File: src/rtl/mul_hilo_if.sv
// Handshake and data bundle between the datapath controller and the HI/LO multiply unit.
interface mul_hilo_if #(
   parameter int WIDTH = 32
);
   logic             start;
   logic [4:0]       alucontrol;
   logic [WIDTH-1:0] a;
   logic [WIDTH-1:0] b;
   logic             hi_we;
   logic             lo_we;
   logic [WIDTH-1:0] wdata;
   logic             busy;
   logic             done;
   logic [WIDTH-1:0] hi;
   logic [WIDTH-1:0] lo;

   modport master (
      output start, alucontrol, a, b, hi_we, lo_we, wdata,
      input  busy, done, hi, lo
   );

   modport slave (
      input  start, alucontrol, a, b, hi_we, lo_we, wdata,
      output busy, done, hi, lo
   );
endinterface

File: src/rtl/mul_hilo_unit.sv
// Radix-2 shift-add multiplier writing a 2*WIDTH-bit product into HI/LO, with mthi/mtlo writes.
// Signed operands are multiplied as magnitudes and the product is negated at write-back.
module mul_hilo_unit #(
   parameter int         WIDTH    = 32,
   parameter logic [4:0] OP_MULT  = 5'b10011,
   parameter logic [4:0] OP_MULTU = 5'b10101
) (
   input  logic        clk,
   input  logic        reset,
   mul_hilo_if.slave   bus
);
   localparam int CNT_W = (WIDTH > 1) ? $clog2(WIDTH) : 1;
   localparam logic [CNT_W-1:0] LAST = CNT_W'(WIDTH - 1);

   typedef enum logic [1:0] {IDLE, CALC, WRITE} state_t;

   state_t                 state, state_nxt;
   logic [CNT_W-1:0]       cnt;
   logic [WIDTH-1:0]       mcand;
   logic [2*WIDTH:0]       acc;
   logic [2*WIDTH:0]       acc_nxt;
   logic [WIDTH:0]         sum;
   logic                   neg;
   logic                   is_mul;
   logic                   start_ok;
   logic                   busy_c;
   logic                   wr_prod;
   logic                   done_r;
   logic [WIDTH-1:0]       hi_r;
   logic [WIDTH-1:0]       lo_r;

   function automatic logic [WIDTH-1:0] magnitude(input logic signed [WIDTH-1:0] v);
      logic [WIDTH-1:0] u;
      u = v;
      return v[WIDTH-1] ? ('0 - u) : u;
   endfunction

   function automatic logic [2*WIDTH-1:0] apply_sign(input logic [2*WIDTH-1:0] p,
                                                     input logic             n);
      return n ? ('0 - p) : p;
   endfunction

   always_comb begin
      state_nxt = state;
      busy_c    = 1'b0;
      wr_prod   = 1'b0;
      is_mul    = (bus.alucontrol == OP_MULT) || (bus.alucontrol == OP_MULTU);
      start_ok  = 1'b0;
      case (state)
         IDLE: begin
            if (bus.start && is_mul) begin
               start_ok  = 1'b1;
               state_nxt = CALC;
            end
         end
         CALC: begin
            busy_c = 1'b1;
            if (cnt == LAST) state_nxt = WRITE;
         end
         WRITE: begin
            busy_c    = 1'b1;
            wr_prod   = 1'b1;
            state_nxt = IDLE;
         end
         default: state_nxt = IDLE;
      endcase
   end

   always_ff @(posedge clk) begin
      if (reset) state <= IDLE;
      else       state <= state_nxt;
   end

   // One iteration: conditional add into the upper half, then shift right.
   always_comb begin
      sum     = acc[2*WIDTH:WIDTH] + {1'b0, mcand};
      acc_nxt = acc[0] ? ({sum, acc[WIDTH-1:0]} >> 1) : (acc >> 1);
   end

   // Operand/accumulator datapath carries no reset; control below gates its use.
   always_ff @(posedge clk) begin
      if (start_ok) begin
         if (bus.alucontrol == OP_MULT) begin
            mcand <= magnitude(bus.a);
            acc   <= {{(WIDTH+1){1'b0}}, magnitude(bus.b)};
            neg   <= bus.a[WIDTH-1] ^ bus.b[WIDTH-1];
         end else begin
            mcand <= bus.a;
            acc   <= {{(WIDTH+1){1'b0}}, bus.b};
            neg   <= 1'b0;
         end
      end else if (state == CALC) begin
         acc <= acc_nxt;
      end
   end

   always_ff @(posedge clk) begin
      if (reset) begin
         cnt    <= '0;
         done_r <= 1'b0;
         hi_r   <= '0;
         lo_r   <= '0;
      end else begin
         done_r <= wr_prod;
         if (state == IDLE) begin
            cnt <= '0;
            if (bus.hi_we) hi_r <= bus.wdata;
            if (bus.lo_we) lo_r <= bus.wdata;
         end else if (state == CALC) begin
            cnt <= cnt + CNT_W'(1);
         end
         if (wr_prod) {hi_r, lo_r} <= apply_sign(acc[2*WIDTH-1:0], neg);
      end
   end

   assign bus.busy = busy_c;
   assign bus.done = done_r;
   assign bus.hi   = hi_r;
   assign bus.lo   = lo_r;
endmodule

File: src/flat_wrapper.sv
// flat-port wrapper written by rule: the top's interface ports become plain ports
module mul_hilo_unit_flat 
#(
   parameter int         WIDTH    = 32,
   parameter logic [4:0] OP_MULT  = 5'b10011,
   parameter logic [4:0] OP_MULTU = 5'b10101
)
  (clk, reset, bus_start, bus_alucontrol, bus_a, bus_b, bus_hi_we, bus_lo_we, bus_wdata, bus_busy, bus_done, bus_hi, bus_lo);
  mul_hilo_if #(.WIDTH(WIDTH)) bus_i ();
  input  logic clk;
  input  logic reset;
  input wire logic [$bits(bus_i.start)-1:0] bus_start;
  input wire logic [$bits(bus_i.alucontrol)-1:0] bus_alucontrol;
  input wire logic [$bits(bus_i.a)-1:0] bus_a;
  input wire logic [$bits(bus_i.b)-1:0] bus_b;
  input wire logic [$bits(bus_i.hi_we)-1:0] bus_hi_we;
  input wire logic [$bits(bus_i.lo_we)-1:0] bus_lo_we;
  input wire logic [$bits(bus_i.wdata)-1:0] bus_wdata;
  output wire logic [$bits(bus_i.busy)-1:0] bus_busy;
  output wire logic [$bits(bus_i.done)-1:0] bus_done;
  output wire logic [$bits(bus_i.hi)-1:0] bus_hi;
  output wire logic [$bits(bus_i.lo)-1:0] bus_lo;
  assign bus_i.start = bus_start;
  assign bus_i.alucontrol = bus_alucontrol;
  assign bus_i.a = bus_a;
  assign bus_i.b = bus_b;
  assign bus_i.hi_we = bus_hi_we;
  assign bus_i.lo_we = bus_lo_we;
  assign bus_i.wdata = bus_wdata;
  assign bus_busy = bus_i.busy;
  assign bus_done = bus_i.done;
  assign bus_hi = bus_i.hi;
  assign bus_lo = bus_i.lo;
  mul_hilo_unit #(.WIDTH(WIDTH), .OP_MULT(OP_MULT), .OP_MULTU(OP_MULTU)) u_core (.clk(clk), .reset(reset), .bus(bus_i));
endmodule
File: config.mk
export PLATFORM = sky130hd
export DESIGN_NAME = mul_hilo_unit_flat
export DESIGN_NICKNAME = d
export VERILOG_FILES = /design/src/rtl/mul_hilo_if.sv /design/src/rtl/mul_hilo_unit.sv /design/src/flat_wrapper.sv
export SDC_FILE = /design/constraint.sdc
export NUM_CORES = 1
export LEC_CHECK = 0
export CORE_MARGIN = 4
export CORE_UTILIZATION = 40
export DETAILED_ROUTE_END_ITERATION = 6
export GPL_ROUTABILITY_DRIVEN = 0
export PLACE_DENSITY = 0.65
export SLEW_MARGIN = 10
export SYNTH_ARGS = -nofsm -noshare
export SYNTH_HDL_FRONTEND = slang
export SYNTH_SLANG_ARGS = --single-unit
File: constraint.sdc
create_clock -name clk -period 11.2 [get_ports clk]
set_clock_uncertainty 0.05 [all_clocks]
set_input_delay 2.24 -clock clk [delete_from_list [all_inputs] [get_ports clk]]
set_output_delay 2.24 -clock clk [all_outputs]
set_load 0.005 [all_outputs]
== Word level (Yosys, flattened, before mapping) ==
Cells that the tools add are included.
Storage, ports and cells
  flip-flop bits (word level): 170
  output and inout port bits: 66
Operators by class
  multiplexer cells: 21
  equal/unequal tests: 7
  $add $sub $neg: 5
  bitwise logic cells: 1
  reduce and logical (&&, ||, !) cells: 12
Operator list (number)
  two-way mux 32 bit: 10
  two-way mux 65 bit: 2
  two-way mux 64 bit: 2
  subtractor 1 x 32 -> 32 bit (first input constant): 2
  subtractor 1 x 64 -> 64 bit (first input constant): 1
  adder 33 x 32 -> 33 bit: 1
  equality test 5 bit (second input constant): 3
  nonzero test 2 bit: 4
  AND reduction 2 bit: 3
  adder 5 x 1 -> 5 bit (second input constant): 1
  two-way mux 1 bit: 4
  two-way mux 2 bit: 2
  != test 2 x 1 -> 1 bit (second input constant): 2
  case mux 2 bit (2 select lines): 1
  OR reduction 2 bit: 2
  equality test 2 x 1 -> 1 bit (second input constant): 1
  equality test 2 bit (second input constant): 1
  logical NOT 2 bit: 1
  logical AND 1 bit: 1
  logical OR 1 bit: 1
  bitwise XOR 1 bit: 1

== Depth between registers and ports, before layout ==
  depth after elaboration: 6
  gate-level depth with buffers: 11
  gate-level depth less buffers: 10

== Least setup slack after synthesis ==
OpenSTA, ideal clock, no wires.
  kind: input to register
  start: input port bus_alucontrol[4]
  end: register u_core.mcand[0], enable pin
  arrival: 4.421 ns
  cell stages on the path: 8
  setup time: 0.410 ns
  path slack: 6.319 ns
  path through: nand2_1 > nor2_1 > and3_1 > nand2_1 > clkbuf_1 > inv_1 > clkbuf_1 > buf_1
On the way
  cells in the longest elaborated chain, start to end: 5
RTL lines
  from (decl): RTL line flat_wrapper.sv:13  | input wire logic [$bits(bus_i.alucontrol)-1:0] bus_alucontrol;
  equality test 5 bit: RTL line mul_hilo_unit.sv:47  | is_mul = (bus.alucontrol == OP_MULT) || (bus.alucontrol == OP_MULTU);
  logical OR 1 bit *: RTL line mul_hilo_unit.sv:47
  logical AND 1 bit *: RTL line mul_hilo_unit.sv:51  | if (bus.start && is_mul) begin
  two-way mux 1 bit *: RTL line mul_hilo_unit.sv:51
  two-way mux 1 bit *: RTL line mul_hilo_unit.sv:49  | case (state)
  named net u_core.start_ok: RTL line mul_hilo_unit.sv:25  | logic start_ok;
  to (signal assigned): RTL line mul_hilo_unit.sv:84  | mcand <= magnitude(bus.a);
  to (signal assigned): RTL line mul_hilo_unit.sv:88  | mcand <= bus.a;
  to (decl): RTL line mul_hilo_unit.sv:19  | logic [WIDTH-1:0] mcand;
Mark *: on every way through the listed nets, which the timed path passes. The rest lies on a longest branch.
A chain may end at the register's enable or synchronous reset.

== Worst setup path after layout ==
  start: input port bus_alucontrol[1]
  end: register u_core.acc[54], data pin
On the way
  cells in the longest elaborated chain, start to end: 6
RTL lines
  equality test 5 bit: RTL line mul_hilo_unit.sv:47
  logical OR 1 bit *: RTL line mul_hilo_unit.sv:47
  logical AND 1 bit *: RTL line mul_hilo_unit.sv:51
  two-way mux 1 bit *: RTL line mul_hilo_unit.sv:51
  two-way mux 1 bit *: RTL line mul_hilo_unit.sv:49
  two-way mux 65 bit *: RTL line mul_hilo_unit.sv:82  | if (start_ok) begin
  to (signal assigned): RTL line mul_hilo_unit.sv:85  | acc <= {{(WIDTH+1){1'b0}}, magnitude(bus.b)};
  to (signal assigned): RTL line mul_hilo_unit.sv:89  | acc <= {{(WIDTH+1){1'b0}}, bus.b};
  to (signal assigned): RTL line mul_hilo_unit.sv:93  | acc <= acc_nxt;
  to (decl): RTL line mul_hilo_unit.sv:20  | logic [2*WIDTH:0] acc;
Every way passes the cells marked *; elsewhere a longest branch is shown, timed or not.

==> impl_results.md <==
- Status: completed
- Chip height: between 150 and 200 um
- Clk_lat worst skew: 0.44 ns
- Die Wd: 174 um
- CTS buffer count: 17
- Vias in the first global route: between 9000 and 10000
- Least-Margin Pin Slew: between 1 and 1.5 ns
- Hold buffer count at CTS: 0
- Clock Sinks: 169
- Grt total ovfl: 0
- CP cell instances: clkdlybuf4s50_1 -> xor2_1 -> and3_1 -> nand2_2 -> buf_4 -> inv_2 -> buf_4 -> nor4_1 -> mux2i_1 -> nand3_1
- Commonest non-fill, non-tap cell in the layout: clkdlybuf4s50_1
- Post-synthesis compound-gate area fraction: approximately 20%
- Residual DRC: 0
- Final Hold Viols: 0
- Multiplexer area fraction after synthesis: 6.26%
- Pwr Total: around 0.0015 W
- Syn avg cell area: 9.30 um2
- Worst Setup EP: u_core.acc[54]$_SDFFCE_PP0P_
- Fmax: a little over 0.2 GHz
- Crit path top cell by count: buf_4
- Synth Area in Simple Gates: around 16%
- Reg2reg end: u_core.bus.hi[24]$_SDFFE_PP0P_
- Final period util: between 40 and 50%
- Pins Over Slew Limit: 0
- Starting density of the core: 40.8%
- Final Net Count: between 1000 and 1500
- Layout cells sized above 1: between 4 and 5%
- Htree depth: 4
- Main synth FF type: edfxtp_1
- Count of state elements after synthesis: between 150 and 200
- Drt first pass iters: 6
- GRT Resource Usage Total: around a fifth
- Final ANT Viol Nets: 0
- Critical Path Fanout Max: 75
- Critical Path Start: bus_alucontrol[1]
- Post_cts resized: 0
- Seq/Total Area, Yosys: 39.5%
- Post-CTS setup buffer count: 0
- Synth async-reset ratio: 0%
- RSZ-0062 raised after global routing: false
- MaxCap Viol Count: 0
- Startpoint types: primary input
- WL per Instance: 19.7 um
- Setup TNS: 0 ns
- R2R cell count: 11
- Largest net degree at the start of global routing: between 70 and 80
- Synth warn: 0
- CP required: between 10 and 15 ns
- Antenna diodes: 0
- I/O Pins: roughly 170
- DP HPWL: around 25000 um
- Area growth syn-to-layout: 23.3%
- Leak: just under 5 nW
- Largest family of logic cells by synthesized area: compound AO/OA/AOI/OAI gates
- Synthesized area: between 10000 and 15000 um2
- Min-Delay Path Class: flip-flop to flip-flop
- Post-Synth Adder-Cell Area: ~4.7%
- Initial DRC count: about 800
- Area of the die: between 30000 and 40000 um2
- Post-synth top area share: roughly a quarter
- Synth area leader: edfxtp_1
- Commonest non-fill, non-tap cells in the layout: 171 x clkdlybuf4s50_1, 97 x edfxtp_1, 95 x xor2_1
- Routed Wire Length: around 33000 um
- PD cells: ~110 nW/um2
- Critical path type: primary input to flip-flop
- Setup-failing EPs final: 0
- Vias: 9725
- Tmin final: around 4.8 ns
- CP endpoint kind: flip-flop
- WHS Path Cells: 2
- First-pass GRT wire length: 51000 um
- Clock buffer depth: 2
- Number of antenna violations at the first check in global routing: 0
- Mapped Cells: 1186
- Fin cells: roughly 1700
- PortBufs: approximately 170
- Row Count: 60
- Min-delay src: u_core.state[1]$_SDFFE_PP0P_
- Critical path's slowest cell: inv_2
- Syn_nets: between 1000 and 1500
- XOR/XNOR Fraction of Synth Area: 11.5%
- Post-synthesis cell type count: 57
- Max stage delay on crit path: roughly 0.57 ns
- Vias per cell: between 5 and 6
- Post-synth EDFFs: 97
- Peak supply drop: ~100 uV
- Worst-path clk slew: about 0.07 ns
- Placeable Area: between 20000 and 30000 um2
- Worst R2R Setup Slack: 7.08 ns
- CTS tree: built
- Root buf cell: clkbuf_16
- Area contributors post-synth: edfxtp_1 26%, dfxtp_1 13%, xor2_1 7.5%, mux2i_1 6.3%, ha_1 4.5%
- R2r startpoint: u_core.acc[0]$_DFFE_PP_
- Placed instance count: about 1600
- Rel. slew slack: around 25%
- Critical Path AT: 4.95 ns
## worst min-delay path by stage
stage                     slack, ns                            to
after floorplan                0.43  u_core.state[1]$_SDFFE_PP0P_
after global placement         0.45  u_core.state[1]$_SDFFE_PP0P_
after detailed placement       0.46  u_core.state[1]$_SDFFE_PP0P_
after CTS                      0.47  u_core.state[1]$_SDFFE_PP0P_
after global routing           0.52  u_core.state[1]$_SDFFE_PP0P_
final                          0.47  u_core.state[1]$_SDFFE_PP0P_
## cells in the mapped netlist, types with 3 or more instances
cell and n:
a211oi_1 47, buf_1 9, nand3b_1 3, or4_1 13, mux2i_1 69, nand2b_1 12
a31oi_1 4, and2_1 6, o21a_1 7, or3_1 17, and3_1 31, a21oi_1 57
o21bai_1 6, o21ai_0 90, o22ai_1 42, clkbuf_1 61, nand4_1 10, ha_1 40
xor2_1 95, nor4_1 14, nor2b_1 3, nand3_1 23, nand2_1 95, inv_1 20
nor3_1 28, o41ai_1 13, dfxtp_1 72, nor2_1 65, or2_2 6, edfxtp_1 97
a21o_1 17, xnor2_1 50, o31ai_1 32
## per-stage QoR
stage | hold slack (ns) | cell area [um2] | worst slack (ns) | utilization (%)
3_3_place_gp | 0.452 | 13000 | 6.02 | 48.1
4_1_cts | 0.470 | 13600 | 6.40 | 50.3
2_1_floorplan | 0.434 | 11000 | 6.32 | -
5_1_grt | 0.515 | 13600 | 6.16 | 50.3
3_5_place_dp | 0.457 | 13000 | 5.97 | 48.1
6_report | 0.468 | 13600 | 6.38 | 50.3
## metal layers
layer | routed length, um | share of wire [%] | vias up | global-route usage, %
li1 | - | - | 4705 | -
met1 | 15300 | 46 | 4655 | 29.4
met5 | 0 | 0 | - | 0
met2 | 14900 | 45 | 320 | 33.3
met3 | 1930 | 5.9 | 45 | 3.74
met4 | 864 | 2.6 | 0 | 6.99
## critical path: cells and delay by family
kind	cells	cell delay (ns)
mux	1	0.17
xor+xnor	1	0.19
simple gates	4	0.44
buf+inv	4	1.85
## cells by family after synthesis
family,Yosys count
and+or+nand+nor,337
muxes,69
xor gates and xnor gates,145
DFF,169
adders and majority gates,41
buffers and inverters,90
AOI/OAI and AO/OA,335
## power breakdown
part / switching, W / internal (W)
registers: 0.0000203 / 0.000680
logic: 0.000101 / 0.000111
clock network: 0.000274 / 0.000323
total: 0.000396 / 0.00111
## state kept, by name, indices dropped and copies added (netlist names)
name             flops
u_core.bus.hi       32
u_core.cnt           5
u_core.bus.done      1
u_core.state         2
u_core.mcand        32
u_core.acc          64
u_core.neg           1
u_core.bus.lo       32
## final cells by class
type | count | area (um2)
sequential | 169 | 4350
tap | 341 | 427
timing repair buffer | 184 | 1810
multi-input combinational | 927 | 6350
clock inverter | 14 | 149
clock buffer | 18 | 439
fill | 2487 | 13400
inverter | 20 | 75.1
Note: power is estimated with default switching activity, not from simulation.
